### src/rtl/uart_pkg.sv
// uart_pkg: shared types and constants for the UART transmit path
package uart_pkg;
  localparam int UART_DATA_W = 8;
  typedef enum logic [1:0] {IDLE, WAIT_BUSY, WAIT_DONE} state_e;
endpackage

### src/rtl/uart_tx_queue_if.sv
// uart_tx_queue_if: producer handshake, transmitter write port and queue status
// master = producer/transmitter side, slave = the queue itself
interface uart_tx_queue_if
  import uart_pkg::*;
#(parameter int DEPTH = 16);
  logic [UART_DATA_W-1:0] wdata, din;
  logic wvalid, wready, wr_en, tx_busy, empty, full, overflow, ovf_clr;
  logic [$clog2(DEPTH):0] count;
  modport master (output wdata, wvalid, tx_busy, ovf_clr,
                  input wready, din, wr_en, count, empty, full, overflow);
  modport slave (input wdata, wvalid, tx_busy, ovf_clr,
                 output wready, din, wr_en, count, empty, full, overflow);
endinterface

### src/rtl/uart_tx_queue_sync_fifo.sv
// sync_fifo: single-clock FIFO with combinational head read
// ports: push/wdata in, pop in, rdata = head entry, count/full/empty status
module sync_fifo #(
  parameter int W = 8,
  parameter int DEPTH = 16,
  localparam int AW = $clog2(DEPTH)
) (
  input  logic          clk_50m,
  input  logic          rst,
  input  logic          push,
  input  logic          pop,
  input  logic [W-1:0]  wdata,
  output logic [W-1:0]  rdata,
  output logic [AW:0]   count,
  output logic          full,
  output logic          empty
);
  logic [W-1:0] mem [DEPTH];
  logic [AW-1:0] wptr_q, wptr_d, rptr_q, rptr_d;
  logic [AW:0] count_q, count_d;
  always_comb begin
    wptr_d = push ? wptr_q + 1'b1 : wptr_q;
    rptr_d = pop ? rptr_q + 1'b1 : rptr_q;
    count_d = count_q + (AW+1)'(push) - (AW+1)'(pop);
  end
  always_ff @(posedge clk_50m) begin
    if (rst) begin
      wptr_q <= '0;
      rptr_q <= '0;
      count_q <= '0;
    end else begin
      wptr_q <= wptr_d;
      rptr_q <= rptr_d;
      count_q <= count_d;
    end
  end
  always_ff @(posedge clk_50m) if (push) mem[wptr_q] <= wdata;
  assign rdata = mem[rptr_q];
  assign count = count_q;
  assign full = count_q == (AW+1)'(DEPTH);
  assign empty = count_q == '0;
endmodule

### src/rtl/uart_tx_queue.sv
// uart_tx_queue: byte queue that paces writes into the uart transmitter on tx_busy
// ports: clk_50m, rst (sync, active-high), q = producer handshake + transmitter port + status
module uart_tx_queue
  import uart_pkg::*;
#(
  parameter int DEPTH = 16,
  parameter int BUSY_TIMEOUT = 8
) (
  input logic clk_50m,
  input logic rst,
  uart_tx_queue_if.slave q
);
  localparam int TW = $clog2(BUSY_TIMEOUT);
  state_e state_q, state_d;
  logic [TW-1:0] timer_q, timer_d;
  logic [UART_DATA_W-1:0] din_q, din_d, head;
  logic wr_en_q, wr_en_d, ovf_q, ovf_d, push, pop, full, empty;
  assign push = q.wvalid && !full;
  sync_fifo #(.W(UART_DATA_W), .DEPTH(DEPTH)) u_fifo (
    .clk_50m(clk_50m), .rst(rst), .push(push), .pop(pop), .wdata(q.wdata),
    .rdata(head), .count(q.count), .full(full), .empty(empty)
  );
  always_comb begin
    state_d = state_q;
    timer_d = timer_q;
    din_d = din_q;
    wr_en_d = 1'b0;
    pop = 1'b0;
    ovf_d = (q.wvalid && full) || (ovf_q && !q.ovf_clr);
    unique case (state_q)
      IDLE: if (!empty && !q.tx_busy) begin
        pop = 1'b1;
        din_d = head;
        wr_en_d = 1'b1;
        timer_d = '0;
        state_d = WAIT_BUSY;
      end
      WAIT_BUSY: if (q.tx_busy) state_d = WAIT_DONE;
      else begin
        // a strobe the transmitter never acknowledged must not stall the queue
        timer_d = timer_q + 1'b1;
        if (timer_d == TW'(BUSY_TIMEOUT - 1)) state_d = IDLE;
      end
      WAIT_DONE: if (!q.tx_busy) state_d = IDLE;
      default: state_d = IDLE;
    endcase
  end
  always_ff @(posedge clk_50m) begin
    if (rst) begin
      state_q <= IDLE;
      timer_q <= '0;
      din_q <= '0;
      wr_en_q <= 1'b0;
      ovf_q <= 1'b0;
    end else begin
      state_q <= state_d;
      timer_q <= timer_d;
      din_q <= din_d;
      wr_en_q <= wr_en_d;
      ovf_q <= ovf_d;
    end
  end
  assign q.wready = !full;
  assign q.full = full;
  assign q.empty = empty;
  assign q.din = din_q;
  assign q.wr_en = wr_en_q;
  assign q.overflow = ovf_q;
endmodule
### src/flat_wrapper.sv
// flat-port wrapper written by rule: the top's interface ports become plain ports
module uart_tx_queue_flat import uart_pkg::*;
#(
  parameter int DEPTH = 16,
  parameter int BUSY_TIMEOUT = 8
)
  (clk_50m, rst, q_wdata, q_wvalid, q_tx_busy, q_ovf_clr, q_wready, q_din, q_wr_en, q_count, q_empty, q_full, q_overflow);
  uart_tx_queue_if #(.DEPTH(DEPTH)) q_i ();
  input logic clk_50m;
  input logic rst;
  input wire logic [$bits(q_i.wdata)-1:0] q_wdata;
  input wire logic [$bits(q_i.wvalid)-1:0] q_wvalid;
  input wire logic [$bits(q_i.tx_busy)-1:0] q_tx_busy;
  input wire logic [$bits(q_i.ovf_clr)-1:0] q_ovf_clr;
  output wire logic [$bits(q_i.wready)-1:0] q_wready;
  output wire logic [$bits(q_i.din)-1:0] q_din;
  output wire logic [$bits(q_i.wr_en)-1:0] q_wr_en;
  output wire logic [$bits(q_i.count)-1:0] q_count;
  output wire logic [$bits(q_i.empty)-1:0] q_empty;
  output wire logic [$bits(q_i.full)-1:0] q_full;
  output wire logic [$bits(q_i.overflow)-1:0] q_overflow;
  assign q_i.wdata = q_wdata;
  assign q_i.wvalid = q_wvalid;
  assign q_i.tx_busy = q_tx_busy;
  assign q_i.ovf_clr = q_ovf_clr;
  assign q_wready = q_i.wready;
  assign q_din = q_i.din;
  assign q_wr_en = q_i.wr_en;
  assign q_count = q_i.count;
  assign q_empty = q_i.empty;
  assign q_full = q_i.full;
  assign q_overflow = q_i.overflow;
  uart_tx_queue #(.DEPTH(DEPTH), .BUSY_TIMEOUT(BUSY_TIMEOUT)) u_core (.clk_50m(clk_50m), .rst(rst), .q(q_i));
endmodule
### config.mk
export PLATFORM = sky130hd
export DESIGN_NAME = uart_tx_queue_flat
export DESIGN_NICKNAME = d
export VERILOG_FILES = /design/src/rtl/uart_pkg.sv /design/src/rtl/uart_tx_queue_if.sv /design/src/rtl/uart_tx_queue_sync_fifo.sv /design/src/rtl/uart_tx_queue.sv /design/src/flat_wrapper.sv
export SDC_FILE = /design/constraint.sdc
export NUM_CORES = 1
export LEC_CHECK = 0
export CORE_MARGIN = 1.5
export CORE_UTILIZATION = 50
export CTS_CLUSTER_SIZE = 8
export DETAILED_ROUTE_END_ITERATION = 7
export PLACE_DENSITY = 0.68
export SLEW_MARGIN = 10
export SYNTH_ARGS = -nofsm -noshare
export SYNTH_HDL_FRONTEND = slang
export SYNTH_SLANG_ARGS = --single-unit
### constraint.sdc
create_clock -name clk_50m -period 2.85 [get_ports clk_50m]
set_input_delay 0.4275 -clock clk_50m [delete_from_list [all_inputs] [get_ports clk_50m]]
set_output_delay 0.4275 -clock clk_50m [all_outputs]
set_load 0.02 [all_outputs]
==> metrics.md, run 1 <==
| Metric | Value |
|---|---|
| Status | `completed` |
| CTS Buf Count | `17` |
| Antenna Cells | `0` |
| Slew Viols, Final | `0` |
| Leak | `2.57 nW` |
| Die Y | `116 um` |
| Routed vias | `around 3,200` |
| Io pins | `31` |
| Cell area after placement | `6970 um2` |
| Starting DRC count in detailed routing | `162` |
| Post-synthesis cell type with the largest combined area | `edfxtp_1` |
| Drt wl/cell | `19.5 um` |
| Critical Path AT | `2.98 ns` |
| Die W | `116 um` |
| Core Rows | `41` |
| Sequential element share of the synthesized area | `68.7%` |
| Post-synth EDFFs | `around 130` |
| Max-cap violation count | `0` |
| Port bufs | `30` |
| Crit start category | `flip-flop` |
| Hold WC Path Type | `reg -> reg` |
| Most numerous cell in the Yosys netlist | `edfxtp_1` |
| Clock Latency Late Sink | `0.42 ns` |
| H-tree lvl count | `4` |
| Largest net degree at the start of global routing | `35` |
| Root buffer cell | `clkbuf_16` |
| Clk pin slew, worst setup/hold paths | `~0.060 ns` |
| Max FO, Critical Path | `3` |
| Primary FF master, synth | `edfxtp_1` |
| Hpwl dp | `7.17 mm` |
| Die area | `13,500 um2` |
| Fill count | `925` |
| Avg Cell Area, Syn | `18.1 um2` |
| Unrepaired setup endpoints after global routing | `no` |
| Layout cell share with drive strength beyond 1 | `16.6%` |
| CTS tree | `yes` |
| Initial Utilization | `51.0%` |
| Gate Count Post-Synth | `~350` |
| Final hold violation count | `0` |
| Area of the mapped netlist | `approximately 6400 um2` |
| Total track usage | `19.0%` |
| Detailed Routing Iterations Pass 1 | `4` |
| Cell variety after synth | `42` |
| Critical Path End Type | `flip-flop` |
| Max frequency | `0.373 GHz` |
| Initial antenna violation count | `0` |
| Setup_tns | `0 ns` |
| Fin cells | `594` |
| Slew at the pin closest to its max-slew limit | `~0.56 ns` |
| Clk sinks | `about 160` |
| Syn_nets | `381` |
| Clk buf depth | `2` |
| Core area | `approximately 13,000 um2` |
| Peak VDD IR | `0.000485 V` |
| Via density | `5.46` |
| Period utilisation layout | `94.2%` |
| Antenna-violating nets left | `0` |
| DRC | `0` |
| Final Critical Period | `2.68 ns` |
| Vias in the first global route | `~3,400` |
| Design area | `7550 um2` |
| Wirelength, routed | `11.6 mm` |
| Top cells by area, synth | `edfxtp_1 (60%), mux4_1 (11%), dfxtp_1 (8.7%), ha_1 (2.5%), mux2i_1 (2.5%)` |
| Worst slew margin | `a little over three fifths` |
| Synth-to-Final Area Change | `17.8%` |
| Final setup violation count | `0` |
| Yosys reg bits | `between 150 and 200` |
| Pwr/cell area | `831 nW/um2` |
| Hold-fix buffers, CTS | `0` |
| Cells after DPL | `561` |
| Final nets | `between 400 and 500` |
| Share of the synthesized area in the top cell type | `59.9%` |
| Total gr overflow | `0` |
| Syn. warnings | `0` |
| Final Skew | `0.00467 ns` |
| WS Path Type | `reg -> reg` |
| First-pass GRT wire length | `about 18 mm` |
| Ys async rst share | `0%` |
| Final Wtd Congestion | `0.700` |
| Top cells by count, synth | `edfxtp_1 (128), dfxtp_1 (28), mux4_1 (26)` |
| WP data required | `3.14 ns` |
cell type report:
cell class                 instances  area, um2  area share (%)
sequential                       156       4410            58.3
multi-input combinational        166       1830            24.2
timing repair buffer              54        493            6.53
clock buffer                      20        437            5.78
tap                              172        215            2.85
clock inverter                    12        124            1.64
inverter                          14       52.6           0.696
cells by family after synthesis:
kind of cell	count (synthesis)	synth area share, %
flip-flops	156	68.7
AND/OR/NAND/NOR	72	6.22
multiplexers	48	15.3
buffers and inverters	32	3.14
AO/OA/AOI/OAI	22	2.50
adder cells (fa/ha/maj)	14	2.85
XOR/XNOR	10	1.37
placed cells by master, fill, tap and decap left out, drive strengths merged, types with 3 or more instances in the layout:
| cell type | netlist | routed |
|---|---|---|
| clkdlybuf4s50 | 0 | 30 |
| clkinvlp | 0 | 3 |
| mux4 | 32 | 32 |
| inv | 14 | 14 |
| xor2 | 6 | 6 |
| edfxtp | 128 | 128 |
| nand2 | 11 | 11 |
| clkinv | 0 | 7 |
| nand3 | 5 | 5 |
| nand3b | 9 | 9 |
| a21oi | 6 | 6 |
| buf | 12 | 24 |
| and3 | 3 | 3 |
| ha | 13 | 13 |
| nor3 | 6 | 6 |
| nor2b | 4 | 4 |
| mux2i | 16 | 16 |
| dfxtp | 28 | 28 |
| xnor2 | 4 | 4 |
| clkbuf | 6 | 20 |
| o221ai | 8 | 8 |
| nor2 | 25 | 25 |
worst paths after layout:
kind,startpoint,to,slack [ns],cells past startpoint
worst max register to register,u_core.u_fifo.count[3]$_SDFF_PP0_,u_core.u_fifo.count[4]$_SDFF_PP0_,0.17,14
worst min register to register,u_core.u_fifo.wptr_q[1]$_SDFFE_PP0P_,u_core.u_fifo.wptr_q[1]$_SDFFE_PP0P_,0.52,2
worst max-delay path,u_core.u_fifo.count[3]$_SDFF_PP0_,u_core.u_fifo.count[4]$_SDFF_PP0_,0.17,14
worst min-delay path,u_core.u_fifo.wptr_q[1]$_SDFFE_PP0P_,u_core.u_fifo.wptr_q[1]$_SDFFE_PP0P_,0.52,2
power by group:
part | internal (mW) | leakage (nW) | switching, mW
Combinational | 0.693 | 0.919 | 0.715
Sequential | 2.63 | 1.39 | 0.115
Clock | 1.28 | 0.267 | 0.849
Total | 4.60 | 2.57 | 1.68
flip-flops by register name, indices dropped and copies added (netlist names):
signal                flops
u_core.q.din              8
u_core.q.wr_en            1
u_core.timer_q            3
u_core.u_fifo.mem       128
u_core.u_fifo.wptr_q      4
u_core.u_fifo.count       5
u_core.state_q            2
u_core.u_fifo.rptr_q      4
u_core.q.overflow         1
per-stage QoR:
| step | hold WS (ns) | util, % | power, mW | worst slack (ns) |
|---|---|---|---|---|
| 2_1_floorplan | 0.477 | - | 3.74 | 0.100 |
| 6_report | 0.521 | 60.1 | 6.28 | 0.167 |
| 3_3_place_gp | 0.505 | 55.5 | 4.13 | 0.144 |
| 4_1_cts | 0.520 | 59.9 | 6.31 | 0.0408 |
| 5_1_grt | 0.561 | 60.1 | 6.54 | 0.0274 |
| 3_5_place_dp | 0.503 | 55.5 | 4.17 | 0.0508 |
routing by layer:
layer	track usage [%]	part of all wire, %	vias to the layer above
met3	4.57	3.2	15
li1	-	-	1513
met5	0	0	-
met2	32.4	51	67
met4	7.40	1.9	0
met1	23.7	44	1647
critical path, stage by stage (launching register included):
cell and delay [ns]:
dfxtp_1 0.32, inv_1 0.09, ha_2 0.18, or4b_4 0.50, nand2_4 0.08, inv_1 0.05
ha_1 0.28, inv_1 0.05, ha_1 0.15, inv_1 0.06, fa_2 0.35, nor2b_2 0.14
o21bai_1 0.09, a21oi_1 0.16, nor3b_2 0.06
repair_timing:
item	in CTS	in global routing
gates resized for setup	0	4
setup buffers	0	1
setup endpoints to repair	0	1
No activity file was read; power rests on OpenSTA's default activity.
==> run 2, diff against run 1 <==
- ABC_AREA: default -> 0
- CTS_CLUSTER_DIAMETER: default -> 100
==> results of run 2 <==
The final DEF is identical to that of run 1; final timing and power are the same.
==> run 3, diff against run 2 <==
- GPL_TIMING_DRIVEN: default -> 0
==> run 3 against run 2 <==
Critical path depth did not move. Maximum frequency fell by 2.1%. Clock power fell by 4%. Wire length fell by 0.19%. Power rose by 1.1%. Final area barely moved. Hold slack got worse by 0.0048 ns. Non-clock buffer count fell by 3. Critical path type unchanged. Critical endpoint unchanged. Largest cell class unchanged. Highest routed layer unchanged.
==> metrics.md, run 3 (synthesis gave the netlist of run 1 again) <==
| Metric | Value |
|---|---|
| Antenna Cells | `0` |
| Antenna-violating nets left | `0` |
| WS Path Type | `reg -> reg` |
| Hold WC Path Type | `reg -> reg` |
| Vias in the first global route | `3,345` |
| Clk buf depth | `2` |
| Final setup violation count | `0` |
| Fill count | `roughly 930` |
| Hpwl dp | `7.63 mm` |
| Critical Path End Type | `flip-flop` |
| Final Wtd Congestion | `0.740` |
| Initial Utilization | `51.0%` |
| Critical Path AT | `3.02 ns` |
| Worst path depth | `14` |
| Pwr/cell area | `841 nW/um2` |
| Port bufs | `30` |
| Starting DRC count in detailed routing | `200` |
| WP data required | `3.13 ns` |
| Initial antenna violation count | `0` |
| Final hold violation count | `0` |
| Clk pin slew, worst setup/hold paths | `0.06 ns` |
| Commonest non-fill, non-tap cell in the layout | `edfxtp_1` |
| Drt wl/cell | `a little under 20 um` |
| Routed vias | `around 3,200` |
| CP peak stage delay | `0.50 ns` |
| Hold-fix buffers, CTS | `0` |
| Util after Layout | `60.0%` |
| CTS tree | `yes` |
| Crit start category | `flip-flop` |
| Clock Latency Late Sink | `0.42 ns` |
| Slew Viols, Final | `0` |
| Reg2reg path depth | `14` |
| Via density | `5.44` |
| H-tree lvl count | `4` |
| CTS Buf Count | `17` |
| CP cell instances | `inv_2 -> ha_2 -> or4b_4 -> nand2_4 -> inv_2 -> ha_1 -> inv_1 -> ha_2 -> inv_1 -> fa_2 -> nor2b_4 -> o21bai_2 -> a21oi_2 -> nor3b_2` |
| Total gr overflow | `0` |
| Leak | `between 2 and 3 nW` |
| Slowest CP cell | `or4b_4` |
| Worst slew margin | `between 30% and 40%` |
| Top delay family on crit path | `adder cells` |
| Die W | `approximately 120 um` |
| DRC | `0` |
| Die area | `13,500 um2` |
| Period utilisation layout | `96.2%` |
| Buf/Inv on CP | `4` |
| Detailed Routing Iterations Pass 1 | `4` |
| Status | `completed` |
| WHS Path Cells | `2` |
| Max reg flops | `128` |
| Leading cell types in the layout, fill and taps excluded | `edfxtp_1 (128), clkdlybuf4s50_1 (30), mux4_1 (26), dfxtp_1 (26), nor2_1 (25)` |
| Final Critical Period | `2.74 ns` |
| Synth-to-Final Area Change | `17.6%` |
| Final nets | `433` |
| Wirelength, routed | `11.6 mm` |
| First-pass GRT wire length | `18.1 mm` |
| Final Skew | `0.00744 ns` |
| Layout cell share with drive strength beyond 1 | `16.7%` |
| Io pins | `31` |
| Largest reg by FF count | `u_core.u_fifo.mem` |
| Max FO, Critical Path | `4` |
| Die Y | `about 120 um` |
| Core Rows | `41` |
| Max-cap violation count | `0` |
| Max frequency | `~0.36 GHz` |
| Slew at the pin closest to its max-slew limit | `0.933 ns` |
| Setup_tns | `0 ns` |
| Total track usage | `about 19%` |
| Core area | `12,600 um2` |
| Largest net degree at the start of global routing | `17` |
| Clk sinks | `156` |
| Root buffer cell | `clkbuf_16` |
| Peak VDD IR | `0.000491 V` |
## run 3: cell count changes in the layout (fill, tap and decap cells not counted), sizes merged
cell and delta:
inv +2, buf -8, bufinv -1, clkinvlp -2, clkbuf +6
## run 3: final timing paths
check	from	end	slack, ns
max	u_core.u_fifo.count[3]$_SDFF_PP0_	u_core.u_fifo.count[4]$_SDFF_PP0_	0.11
min	u_core.u_fifo.wptr_q[1]$_SDFFE_PP0P_	u_core.u_fifo.wptr_q[1]$_SDFFE_PP0P_	0.52
max reg2reg	u_core.u_fifo.count[3]$_SDFF_PP0_	u_core.u_fifo.count[4]$_SDFF_PP0_	0.11
min reg2reg	u_core.u_fifo.wptr_q[1]$_SDFFE_PP0P_	u_core.u_fifo.wptr_q[1]$_SDFFE_PP0P_	0.52
## run 3: worst min-delay path, delay by kind of cell, from the launching register on
family           cells  cell delay [ns]
AND/OR/NAND/NOR      1             0.07
AO/OA/AOI/OAI        1             0.06
flip-flops           1             0.34
## run 3: cell type report
type / instances / area, um2 / area share, %
buffer: 17 / 145 / 1.92
clock buffer: 21 / 440 / 5.84
clock inverter: 11 / 93.8 / 1.24
inverter: 14 / 52.6 / 0.697
multi-input combinational: 166 / 1860 / 24.7
sequential: 156 / 4410 / 58.4
tap: 172 / 215 / 2.85
timing repair buffer: 34 / 330 / 4.38
## run 3: routing by layer
metal  GRT usage, %  up-vias  share of wire (%)
met5              0        -                  0
li1               -     1511                  -
met3           5.03       24                3.9
met1           24.5     1601                 44
met2           31.6       81                 50
met4           9.19        0                2.6
## run 3: per-stage QoR
| step | hold slack, ns | power (mW) | cell area [um2] | setup slack (ns) | cells |
|---|---|---|---|---|---|
| 3_3_place_gp | 0.500 | 4.17 | 6930 | -0.130 | 556 |
| 6_report | 0.516 | 6.35 | 7540 | 0.109 | 591 |
| 5_1_grt | 0.553 | 6.62 | 7540 | -0.0113 | 591 |
| 2_1_floorplan | 0.477 | 3.74 | 6420 | 0.100 | 354 |
| 3_5_place_dp | 0.505 | 4.21 | 6950 | -0.148 | 556 |
| 4_1_cts | 0.516 | 6.32 | 7520 | 0.0115 | 592 |
## run 3: power by group
part	total, mW	switching, mW	internal, mW
logic	1.56	0.766	0.796
clock network	2.04	0.848	1.19
registers	2.74	0.112	2.63
total	6.35	1.73	4.62
## run 3: what timing repair did
action / in CTS / in global routing
pin swaps: 1 / 3
setup endpoints to repair: 1 / 3
gates resized for setup: 1 / 12
buffers inserted: 4 / 0
